**src/rtl/coin_accumulator.sv**
```systemverilog
// Coin-intake controller: synchronises the coin/cancel buttons, accumulates credit in
// multiples of 100, vends once PRICE is reached and returns change or refunds on cancel.
module coin_accumulator #(
   parameter int unsigned PRICE      = 1000,
   parameter int unsigned MAX_AMOUNT = 1500
) (
   input  logic        clk,
   input  logic        rst_n,
   input  logic        coin100,
   input  logic        coin500,
   input  logic        cancel,
   output logic [11:0] cantidad,
   output logic        dispense,
   output logic        change_valid,
   output logic [11:0] change,
   output logic        reject,
   output logic        busy
);

   typedef enum logic [1:0] {IDLE, COLLECT, VEND, REFUND} state_t;

   localparam logic [12:0] PRICE_W = 13'(PRICE);
   localparam logic [12:0] MAX_W   = 13'(MAX_AMOUNT);
   localparam logic [12:0] VAL_100 = 13'd100;
   localparam logic [12:0] VAL_500 = 13'd500;

   logic [2:0]  raw;
   logic [2:0]  sync1_q, sync2_q, prev_q;
   logic [2:0]  evt;
   logic        evt_100, evt_500, evt_cancel, evt_coin, evt_both;
   logic [12:0] coin_val;
   logic [12:0] sum;
   logic        credit_full;

   state_t      state_q, state_d;
   logic [11:0] cantidad_q, cantidad_d;
   logic [11:0] change_q, change_d;
   logic        dispense_q, dispense_d;
   logic        change_valid_q, change_valid_d;
   logic        reject_q, reject_d;
   logic        busy_q, busy_d;

   assign raw = {cancel, coin500, coin100};

   always_ff @(posedge clk or negedge rst_n) begin
      if (!rst_n) begin
         sync1_q <= '0;
         sync2_q <= '0;
         prev_q  <= '0;
      end else begin
         sync1_q <= raw;
         sync2_q <= sync1_q;
         prev_q  <= sync2_q;
      end
   end

   // One event per press: synchronised level rising against its previous sample.
   assign evt        = sync2_q & ~prev_q;
   assign evt_100    = evt[0];
   assign evt_500    = evt[1];
   assign evt_cancel = evt[2];
   assign evt_coin   = evt_100 | evt_500;
   assign evt_both   = evt_100 & evt_500;

   assign coin_val    = evt_500 ? VAL_500 : VAL_100;
   assign sum         = {1'b0, cantidad_q} + coin_val;
   assign credit_full = ({1'b0, cantidad_q} >= PRICE_W);

   always_comb begin
      state_d        = state_q;
      cantidad_d     = cantidad_q;
      change_d       = '0;
      dispense_d     = 1'b0;
      change_valid_d = 1'b0;
      reject_d       = 1'b0;
      busy_d         = 1'b0;

      case (state_q)
         IDLE: begin
            cantidad_d = '0;
            if (evt_coin) begin
               if (coin_val <= MAX_W) begin
                  cantidad_d = coin_val[11:0];
                  state_d    = COLLECT;
               end else begin
                  reject_d = 1'b1;
               end
               if (evt_both) begin
                  reject_d = 1'b1;
               end
            end
         end

         COLLECT: begin
            // Credit at or above the price commits to a vend; nothing else is taken that cycle.
            if (credit_full) begin
               state_d        = VEND;
               dispense_d     = 1'b1;
               change_valid_d = 1'b1;
               change_d       = cantidad_q - PRICE_W[11:0];
               busy_d         = 1'b1;
               reject_d       = evt_coin;
            end else if (evt_cancel) begin
               state_d        = REFUND;
               change_valid_d = 1'b1;
               change_d       = cantidad_q;
               busy_d         = 1'b1;
               reject_d       = evt_coin;
            end else if (evt_coin) begin
               if (sum <= MAX_W) begin
                  cantidad_d = sum[11:0];
               end else begin
                  reject_d = 1'b1;
               end
               if (evt_both) begin
                  reject_d = 1'b1;
               end
            end
         end

         VEND, REFUND: begin
            state_d    = IDLE;
            cantidad_d = '0;
            reject_d   = evt_coin;
         end

         default: begin
            state_d    = IDLE;
            cantidad_d = '0;
         end
      endcase
   end

   always_ff @(posedge clk or negedge rst_n) begin
      if (!rst_n) begin
         state_q        <= IDLE;
         cantidad_q     <= '0;
         change_q       <= '0;
         dispense_q     <= 1'b0;
         change_valid_q <= 1'b0;
         reject_q       <= 1'b0;
         busy_q         <= 1'b0;
      end else begin
         state_q        <= state_d;
         cantidad_q     <= cantidad_d;
         change_q       <= change_d;
         dispense_q     <= dispense_d;
         change_valid_q <= change_valid_d;
         reject_q       <= reject_d;
         busy_q         <= busy_d;
      end
   end

   assign cantidad     = cantidad_q;
   assign change       = change_q;
   assign dispense     = dispense_q;
   assign change_valid = change_valid_q;
   assign reject       = reject_q;
   assign busy         = busy_q;

endmodule

```
**config.mk**
```make
export PLATFORM = sky130hd
export DESIGN_NAME = coin_accumulator
export DESIGN_NICKNAME = d
export VERILOG_FILES = /design/src/rtl/coin_accumulator.sv
export SDC_FILE = /design/constraint.sdc
export NUM_CORES = 1
export LEC_CHECK = 0
export ABC_AREA = 1
export CAP_MARGIN = 20
export CORE_ASPECT_RATIO = 1.1
export CORE_MARGIN = 2
export CORE_UTILIZATION = 40
export DETAILED_ROUTE_END_ITERATION = 10
export GPL_TIMING_DRIVEN = 1
export SYNTH_ARGS = -nofsm -noshare
export SYNTH_HDL_FRONTEND = slang
export SYNTH_SLANG_ARGS = --single-unit
```
**constraint.sdc**
```tcl
create_clock -name clk -period 2.8 [get_ports clk]
set_input_delay 0.42 -clock clk [delete_from_list [all_inputs] [get_ports clk]]
set_output_delay 0.42 -clock clk [all_outputs]
set_load 0.1 [all_outputs]
```
==> results of run 1 <==
[placed cells by master (no fill, tap or decap), types with 3 or more instances in the layout]
master           Yosys  final
nand2_1             61     61
clkdlybuf4s50_1      0      4
clkbuf_8             0      6
nand3_2              3      3
nand4_1              3      3
nor2_2               4      4
buf_4                5     26
a21oi_1              6      6
ha_1                 3      3
inv_1               25     25
nand2_2             11     11
o21ai_0              8      8
o22ai_1              3      3
nor2_4               4      4
nand3_1             21     21
inv_2                9      9
nor2_1              18     18
conb_1               1      4
dfrtp_1             34     34
[state kept, by name (all words and copies together) (netlist names)]
| signal | cells |
|---|---|
| cantidad | 10 |
| sync2_q | 3 |
| state_q | 2 |
| change | 10 |
| busy | 1 |
| dispense | 1 |
| prev_q | 3 |
| sync1_q | 3 |
| reject | 1 |
[logic make-up (layout without fill, tap and decap cells)]
| group | after synthesis | after routing |
|---|---|---|
| xor gates and xnor gates | 1 | 1 |
| and+or+nand+nor | 131 | 131 |
| other | 1 | 4 |
| DFF | 34 | 34 |
| buffers and inverters | 42 | 72 |
| adders and majority gates | 3 | 3 |
| AOI/OAI and AO/OA | 25 | 25 |
[power by group through the flow]
stage                     sequential (mW)  combinational [mW]  clock (mW)
final                               0.702                1.47       0.380
after global routing                0.718                1.59       0.415
after CTS                           0.703                1.48       0.393
after detailed placement            0.713                1.47           0
after global placement              0.709                1.48           0
after floorplan                      1.19               0.676           0
[worst max path at each step]
stage | slack [ns] | end | depth (start not counted)
finish | 0.79 | cantidad[4] | 12
global route | 0.56 | cantidad[7] | 12
CTS | 0.76 | cantidad[7] | 12
detailed placement | 0.77 | cantidad[7] | 12
global placement | 0.74 | cantidad[6] | 12
floorplan | 0.35 | cantidad[2] | 12
[worst max-delay path: stages (launching register included)]
cell	delay, ns
dfrtp_1	0.46
inv_1	0.10
ha_1	0.31
nor3_1	0.16
nand3_1	0.10
nand2_1	0.07
nand3_1	0.11
o21ai_1	0.16
nand2_2	0.09
nand3_4	0.13
nand2_4	0.10
nand2_1	0.07
nand2_1	0.05
[metal layers]
layer,up-vias,GRT usage (%)
met1,719,23.3
met4,0,6.97
met5,-,0
li1,809,-
met3,6,2.91
met2,35,30.6
[cell type report]
type / instances / area, µm² / share of cell area, %
Timing Repair Buffer: 30 / 235 / 10.5
Multi-Input combinational cell: 164 / 855 / 38.3
Clock inverter: 1 / 5.00 / 0.224
Clock buffer: 7 / 86.3 / 3.87
Tap cell: 56 / 70.1 / 3.14
Sequential cell: 34 / 851 / 38.2
Inverter: 34 / 128 / 5.72
==> summary.md, run 1 <==
| Metric | Value |
|---|---|
| Status | `finished clean` |
| Sw Ratio | `56.0%` |
| Area of the core | `0.00459 mm²` |
| Yosys cell types | `30` |
| Adder-Cell Fraction of Synth Area | `2.01%` |
| Setup TNS | `0 ns` |
| F_max | `497 MHz` |
| Hold WC Path Type | `register to register` |
| ANT nets after route | `0` |
| Fin crit share | `71.8%` |
| HPWL after DPL | `3.18 mm` |
| Reg clk slew, reported paths | `0.06 ns` |
| Final Wtd Congestion | `0.925` |
| Net count, final | `277` |
| Largest cells by area after synthesis | `dfrtp_1, nand2_1, nand3_1, inv_1, nand2_2` |
| IO Port Bufs | `28` |
| Iteration-0 DRC Markers | `86` |
| Hold Path Depth | `0` |
| Initial Util | `40.8%` |
| Worst-path maximum fanout | `9` |
| Pleak | `1.22 nW` |
| Hold slack final | `0.348 ns` |
| Worst hold path endpoint | `sync2_q[2]` |
| DRC Markers | `0` |
| Reg2reg path depth | `12` |
| CP Data Required Time | `2.98 ns` |
| Post-synth top area share | `45.5%` |
| Worst reg2reg setup slack | `0.79 ns` |
| Final Skew | `0.00788 ns` |
| Max cap viols | `0` |
| Vias per Instance | `4.81` |
| Mapped Cells | `237` |
| Clk Latency, worst-skew pair | `0.29 ns` |
| Met3 wire len | `160 µm` |
| Hold_buf cts | `0` |
| Max VDD drop | `0.000530 V` |
| FF-to-FF End | `cantidad[4]` |
| Mux cell area share after synthesis | `0%` |
| Worst slack, placed | `0.770 ns` |
| Largest family of logic cells by synthesized area | `simple AND/OR/NAND/NOR gates` |
| Unrepaired setup endpoints after global routing | `false` |
| Routed wire length | `4.25 mm` |
| Initial antenna violation count | `0` |
| Hold path start | `sync1_q[2]` |
| Final std cells w/o fill | `326` |
| CTS tree | `yes` |
| Util after Layout | `48.6%` |
| Fillers | `455` |
| Netlist Area Pre-Place | `0.00187 mm²` |
| Critical path launch point | `cantidad[2]` |
| Logic pwr share | `57.6%` |
| CTS Sinks | `34` |
| H-Tree Depth | `2` |
| M1 WL | `2.01 mm` |
| Arrival @ worst endpoint | `2.19 ns` |
| #FFs+latches synth | `34` |
| Pwr dens | `1150 mW/mm²` |
| Proportion of power drawn by the clock network | `14.9%` |
| Post_cts resized | `0` |
| Critical path type | `register to register` |
| Cell area after layout | `0.00223 mm²` |
| Worst setup SP type | `register` |
| ANT cells | `0` |
| Synthesized-area fraction occupied by and/or/nand/nor cells | `34.5%` |
| Worst setup EP type | `register` |
| Mean Syn Cell Area | `7.90 µm²` |
| Reg2reg start | `cantidad[2]` |
| Post-synth EDFFs | `0` |
| Fraction of layout cells with a size suffix above 1 | `25.6%` |
| Leading area contributor after synthesis | `dfrtp_1` |
| Sequential fraction of design power | `27.5%` |
| Max Slew Vio Count | `0` |
| Final worst setup slack | `0.789 ns` |
| Vias in the first global route | `1527` |
| Total power | `2.55 mW` |
| Die Wd | `69.2 µm` |
| Final count of negative-setup-slack endpoints | `0` |
| Vias | `1569` |
| Net switching power | `1.43 mW` |
| Power Internal | `1.12 mW` |
| Top-count cell post-synth | `nand2_1` |
| Synthesis warning total | `0` |
| Area delta synth->final | `19.1%` |
| Async S/R FF share, synth | `100%` |
| First drt pass iteration count | `4` |
| Post-synth top cells | `nand2_1, dfrtp_1, inv_1` |
| Synth Area in Compound Gates | `7.89%` |
| WL met2 | `2.02 mm` |
| Placed Cells | `318` |
| Wire length per cell | `13.0 µm` |
| Setup Buffers After CTS | `0` |
| Placement-stage cell area | `0.00214 mm²` |
| Top Metal Used | `met4` |
| Final Hold Fails | `0` |
| CTS Buf Count | `5` |
| Pin count of the biggest net entering global routing | `35` |
| Seq/Total Area, Yosys | `45.5%` |
| Die Y | `75.7 µm` |
| CTS root buf | `clkbuf_8` |
| Clock buffer depth | `2` |
| Synth Flop Type | `dfrtp_1` |
| GRT Total Usage | `17.9%` |
| Overflow after GRT | `0` |
| Die ar. | `0.00524 mm²` |
| Xor and xnor area share after synthesis | `0.468%` |
| First-pass GRT wire length | `7.34 mm` |
| Row count | `26` |
| Final Critical Period | `2.01 ns` |
| I/O Pins | `33` |
No activity file was read; power rests on OpenSTA's default activity.
==> inputs of run 2 (changes only) <==
Clock period 2.8 ns to 2.01 ns, I/O delays scaled along.
==> summary.md, run 2 (synthesized netlist as in run 1, its figures left out) <==
| Metric | Value |
|---|---|
| Clock buffer depth | `2 (unchanged)` |
| Max Slew Vio Count | `0 (unchanged)` |
| Vias per Instance | `4.74 (-1.6%)` |
| Iteration-0 DRC Markers | `114 (+33%)` |
| HPWL after DPL | `3.20 mm (+0.41%)` |
| Hold slack final | `0.348 ns (-0.000212 ns)` |
| GRT Total Usage | `17.7% (-0.25 points)` |
| Critical path type | `register to register` |
| Die Wd | `69.2 µm (unchanged)` |
| Die Y | `75.7 µm (unchanged)` |
| Final Critical Period | `1.97 ns (-0.0401 ns)` |
| Setup TNS | `0 ns (unchanged)` |
| Worst-path maximum fanout | `8 (-1)` |
| Overflow after GRT | `0 (unchanged)` |
| Final worst setup slack | `0.0386 ns (-0.750 ns)` |
| CP Data Required Time | `2.19 ns (-0.79 ns)` |
| Clk Latency, worst-skew pair | `0.28 ns (about the same)` |
| Final Wtd Congestion | `0.894 (-3.4%)` |
| Reg2reg start | `cantidad[2]` |
| First-pass GRT wire length | `7.20 mm (-1.9%)` |
| Most frequent cells in the layout | `nand2_1, buf_4, dfrtp_1, inv_1, nor2_1` |
| Final std cells w/o fill | `340 (+4.3%)` |
| Area of the core | `0.00459 mm² (unchanged)` |
| Fraction of layout cells with a size suffix above 1 | `39.4% (+14 points)` |
| First drt pass iteration count | `5 (+1)` |
| Initial Util | `40.8% (unchanged)` |
| ANT nets after route | `0 (unchanged)` |
| Vias in the first global route | `1508 (-1.2%)` |
| Worst setup SP type | `register` |
| Unrepaired setup endpoints after global routing | `true` |
| Pin count of the biggest net entering global routing | `35 (unchanged)` |
| Initial antenna violation count | `0 (unchanged)` |
| Arrival @ worst endpoint | `2.15 ns (-0.04 ns)` |
| Row count | `26 (unchanged)` |
| CTS root buf | `clkbuf_8` |
| Commonest non-fill, non-tap cell in the layout | `nand2_1` |
| Final count of negative-setup-slack endpoints | `0 (unchanged)` |
| Final Hold Fails | `0 (unchanged)` |
| ANT cells | `0 (unchanged)` |
| Placement-stage cell area | `0.00218 mm² (+2.0%)` |
| F_max | `507 MHz (+2.0%)` |
| I/O Pins | `33 (unchanged)` |
| Hold WC Path Type | `register to register` |
| Final Skew | `0.00524 ns (-0.00264 ns)` |
| Critical path launch point | `cantidad[2]` |
| Net count, final | `291 (+5.1%)` |
| IO Port Bufs | `28 (unchanged)` |
| Wire length per cell | `12.7 µm (-2.6%)` |
| Vias | `1611 (+2.7%)` |
| Worst slack, placed | `-0.0287 ns (-0.799 ns)` |
| Fin crit share | `98.1% (+26 points)` |
| CTS Buf Count | `5 (unchanged)` |
| CTS tree | `yes` |
| CTS Sinks | `34 (unchanged)` |
| Max cap viols | `0 (unchanged)` |
| H-Tree Depth | `2 (unchanged)` |
| Area delta synth->final | `32.8%` |
| Pwr dens | `1570 mW/mm² (+37%)` |
| Hold path start | `sync1_q[2]` |
| Max VDD drop | `0.00106 V (+100%)` |
| DRC Markers | `0 (unchanged)` |
| Pleak | `1.32 nW (+7.5%)` |
| Routed wire length | `4.31 mm (+1.6%)` |
| Worst setup EP type | `register` |
| Cell area after layout | `0.00249 mm² (+12%)` |
| Reg clk slew, reported paths | `0.06 ns (about the same)` |
| Status | `finished clean` |
| Die ar. | `0.00524 mm² (unchanged)` |
| Placed Cells | `321 (+0.94%)` |
## run 2: changes by cell type in the layout (fill, tap and decap cells not counted), moves of 4 or more
cell,previous run,this run
buf_4,26,39
dfrtp_1,34,25
dfrtp_2,0,5
dfrtp_4,0,4
nand2_1,61,52
nand2_2,11,16
nand3_1,21,16
## run 2: layout make-up
cell class	instances	area (µm²)
clock inverters	1	5.00
inverters	34	130
clock buffers	7	86.3
flip-flops and latches	34	872
repair buffers	44	353
multi-input cells	164	970
well taps	56	70.1
fillers	412	2100
## run 2: worst paths after layout
check	depth (start not counted)	end	slack, ns
setup / recovery	12	cantidad[2]	0.04
hold reg to reg	0	sync2_q[2]	0.35
setup reg to reg	12	cantidad[2]	0.04
hold / removal	0	sync2_q[2]	0.35
max in group asynchronous	2	cantidad[3]	1.27
min in group asynchronous	2	cantidad[7]	0.41
## run 2: routing by layer
metal	track usage, %	wire, µm
met1	22.0	1950
met4	5.45	51
met3	4.63	216
met2	30.7	2090
met5	0	0
## run 2: repair_timing
action | CTS | global route
hold buffers | 0 | 0
gates resized for setup | 1 | 28
hold endpoints to repair | 0 | 0
setup buffers | 0 | 11
pin swaps | 0 | 22
endpoints found under the setup margin | 8 | 8
## run 2: through the flow
| step | power (mW) | util (%) |
|---|---|---|
| 3_3_place_gp | 3.11 | 47.5 |
| 5_1_grt | 4.16 | 54.2 |
| 4_1_cts | 3.64 | 49.6 |
| 3_5_place_dp | 3.10 | 47.5 |
| 6_report | 3.90 | 54.2 |
| 2_1_floorplan | 2.63 | - |
## run 2: power breakdown
| part | switching [mW] | internal [mW] | leakage, nW |
|---|---|---|---|
| logic | 1.71 | 0.651 | 0.840 |
| clock network | 0.240 | 0.276 | 0.0482 |
| registers | 0.176 | 0.842 | 0.427 |
## run 2: worst max-delay path, stage by stage, from the launching register on
cell     delay, ns
dfrtp_4       0.53
inv_4         0.08
ha_4          0.20
nor3_2        0.16
nand3_1       0.09
nand2_1       0.08
nand3_2       0.09
o21ai_2       0.16
nand2_2       0.09
nand3_4       0.16
nand2_8       0.10
nand2_2       0.07
nand2_1       0.05
==> inputs of run 3 (changes only) <==
Settings changed: SETUP_SLACK_MARGIN from default to 0.4.
==> summary.md, run 3 (synthesized netlist as in run 1, its figures left out) <==
| Metric | Value |
|---|---|
| Status | `finished clean` |
| DRC Markers | `0 (unchanged)` |
| CP Data Required Time | `2.19 ns (about the same)` |
| FF-to-FF End | `cantidad[9]` |
| Worst setup SP type | `register` |
| Unrepaired setup endpoints after global routing | `true` |
| Die Y | `75.7 µm (unchanged)` |
| Max cap viols | `0 (unchanged)` |
| Hold Path Depth | `0 (unchanged)` |
| Delay of the slowest cell on the worst path | `0.46 ns (-0.07 ns)` |
| Pwr dens | `1570 mW/mm² (+0.50%)` |
| Arrival @ worst endpoint | `2.07 ns (-0.08 ns)` |
| Final count of negative-setup-slack endpoints | `0 (unchanged)` |
| Reg2reg path depth | `16 (+4)` |
| Reg clk slew, reported paths | `0.08 ns (+0.02 ns)` |
| Final Skew | `0.0118 ns (+0.00657 ns)` |
| Die ar. | `0.00524 mm² (unchanged)` |
| IO Port Bufs | `28 (unchanged)` |
| H-Tree Depth | `2 (unchanged)` |
| Iteration-0 DRC Markers | `72 (-37%)` |
| Worst hold path endpoint | `sync2_q[0]` |
| First drt pass iteration count | `4 (-1)` |
| Hold WC Path Type | `register to register` |
| CTS root buf | `clkbuf_8` |
| ANT nets after route | `0 (unchanged)` |
| CTS Buf Count | `5 (unchanged)` |
| Setup TNS | `0 ns (unchanged)` |
| Fin crit share | `93.9% (-4.2 points)` |
| Area delta synth->final | `37.4%` |
| CTS tree | `yes` |
| Wire length per cell | `13.9 µm (+9.6%)` |
| Max VDD drop | `0.00101 V (-4.6%)` |
| Worst-path maximum fanout | `8 (unchanged)` |
| Overflow after GRT | `0 (unchanged)` |
| Commonest non-fill, non-tap cell in the layout | `nand2_1` |
| CTS Sinks | `34 (unchanged)` |
| Pleak | `1.34 nW (+1.7%)` |
| Routed wire length | `4.78 mm (+11%)` |
| Hold path start | `sync1_q[0]` |
| Initial Util | `40.8% (unchanged)` |
| Most frequent cells in the layout | `nand2_1, buf_4, dfrtp_1, inv_1` |
| Worst path cell trace | `nand2_4, nand2_4, nand3_4, inv_2, nand2_2, nand2_2, nand2_2, nand2_1, nand2_1, nand2_1, inv_2, nand2_4, nand3_4, nand2_8, nand2_1, nand2_1` |
| Vias in the first global route | `1654 (+9.7%)` |
| Vias per Instance | `4.90 (+3.5%)` |
| Placed Cells | `321 (unchanged)` |
| First-pass GRT wire length | `7.83 mm (+8.7%)` |
| Worst reg2reg setup slack | `0.12 ns (+0.08 ns)` |
| Final Hold Fails | `0 (unchanged)` |
| Final std cells w/o fill | `344 (+1.2%)` |
| Fraction of layout cells with a size suffix above 1 | `43.1% (+3.6 points)` |
| Die Wd | `69.2 µm (unchanged)` |
| Row count | `26 (unchanged)` |
| Worst setup EP type | `register` |
| Final Wtd Congestion | `0.949 (+6.2%)` |
| GRT Total Usage | `19.7% (+2.0 points)` |
| ANT cells | `0 (unchanged)` |
| I/O Pins | `33 (unchanged)` |
| HPWL after DPL | `3.32 mm (+3.9%)` |
| F_max | `530 MHz (+4.5%)` |
| Reg2reg start | `sync2_q[1]` |
| Clk Latency, worst-skew pair | `0.29 ns (about the same)` |
| Clock buffer depth | `2 (unchanged)` |
| Most used cell, CP | `nand2_1` |
| Net count, final | `295 (+1.4%)` |
| Area of the core | `0.00459 mm² (unchanged)` |
| Max Slew Vio Count | `0 (unchanged)` |
| Initial antenna violation count | `0 (unchanged)` |
| Final Critical Period | `1.89 ns (-0.0846 ns)` |
| Vias | `1687 (+4.7%)` |
| Pin count of the biggest net entering global routing | `35 (unchanged)` |
| CP max-delay cell | `dfrtp_2` |
| Critical path type | `register to register` |
run 3: per-stage QoR:
| step | power (mW) | hold WS [ns] | utilization (%) | cell area (µm²) | setup slack [ns] |
|---|---|---|---|---|---|
| final | 4.05 | 0.352 | 56.1 | 2570 | 0.123 |
| after global placement | 3.21 | 0.333 | 48.8 | 2240 | 0.109 |
| after detailed placement | 3.20 | 0.337 | 48.8 | 2240 | 0.0936 |
| after floorplan | 2.74 | 0.00591 | - | 1970 | 0.116 |
| after CTS | 3.97 | 0.354 | 54.5 | 2500 | 0.174 |
| after global routing | 4.30 | 0.357 | 56.1 | 2570 | 0.000639 |
run 3: layer usage:
layer	track usage (%)	part of all wire, %
met5	0	0
met4	6.75	1.4
met3	4.76	3.6
met2	35.8	51
met1	23.3	44
run 3: area by class of cell:
type                       count  area [µm²]
sequential                    34         885
clock buffer                   7        86.3
multi-input combinational    165        1020
fill                         426        2010
clock inverter                 1        5.00
inverter                      34         135
timing repair buffer          47         374
tap                           56        70.1
run 3: power breakdown:
| group | switching (mW) | internal (mW) |
|---|---|---|
| clock | 0.254 | 0.276 |
| combinational | 1.77 | 0.714 |
| sequential | 0.177 | 0.858 |
| total | 2.20 | 1.85 |
run 3: worst max path at each step:
| stage | endpoint | from | slack [ns] |
|---|---|---|---|
| finish | cantidad[9] | sync2_q[1] | 0.12 |
| floorplan | cantidad[9] | cantidad[6] | 0.12 |
| global placement | cantidad[7] | sync2_q[1] | 0.11 |
| detailed placement | cantidad[7] | cantidad[8] | 0.09 |
| CTS | cantidad[5] | cantidad[8] | 0.17 |
| global route | cantidad[3] | cantidad[7] | 0.0006 |
run 3: repair_timing:
action,4_1_cts,5_1_grt
buffers inserted,11,3
endpoints found under the setup margin,20,23
gates cloned,1,0
hold buffers,0,0
pin swaps,13,12
gates resized for setup,22,12
run 3: worst max-delay path: cells and delay by family (launching register included):
kind                   cells  cell delay (ns)
and+or+nand+nor           14             1.18
DFF                        1             0.46
buffers and inverters      2             0.13
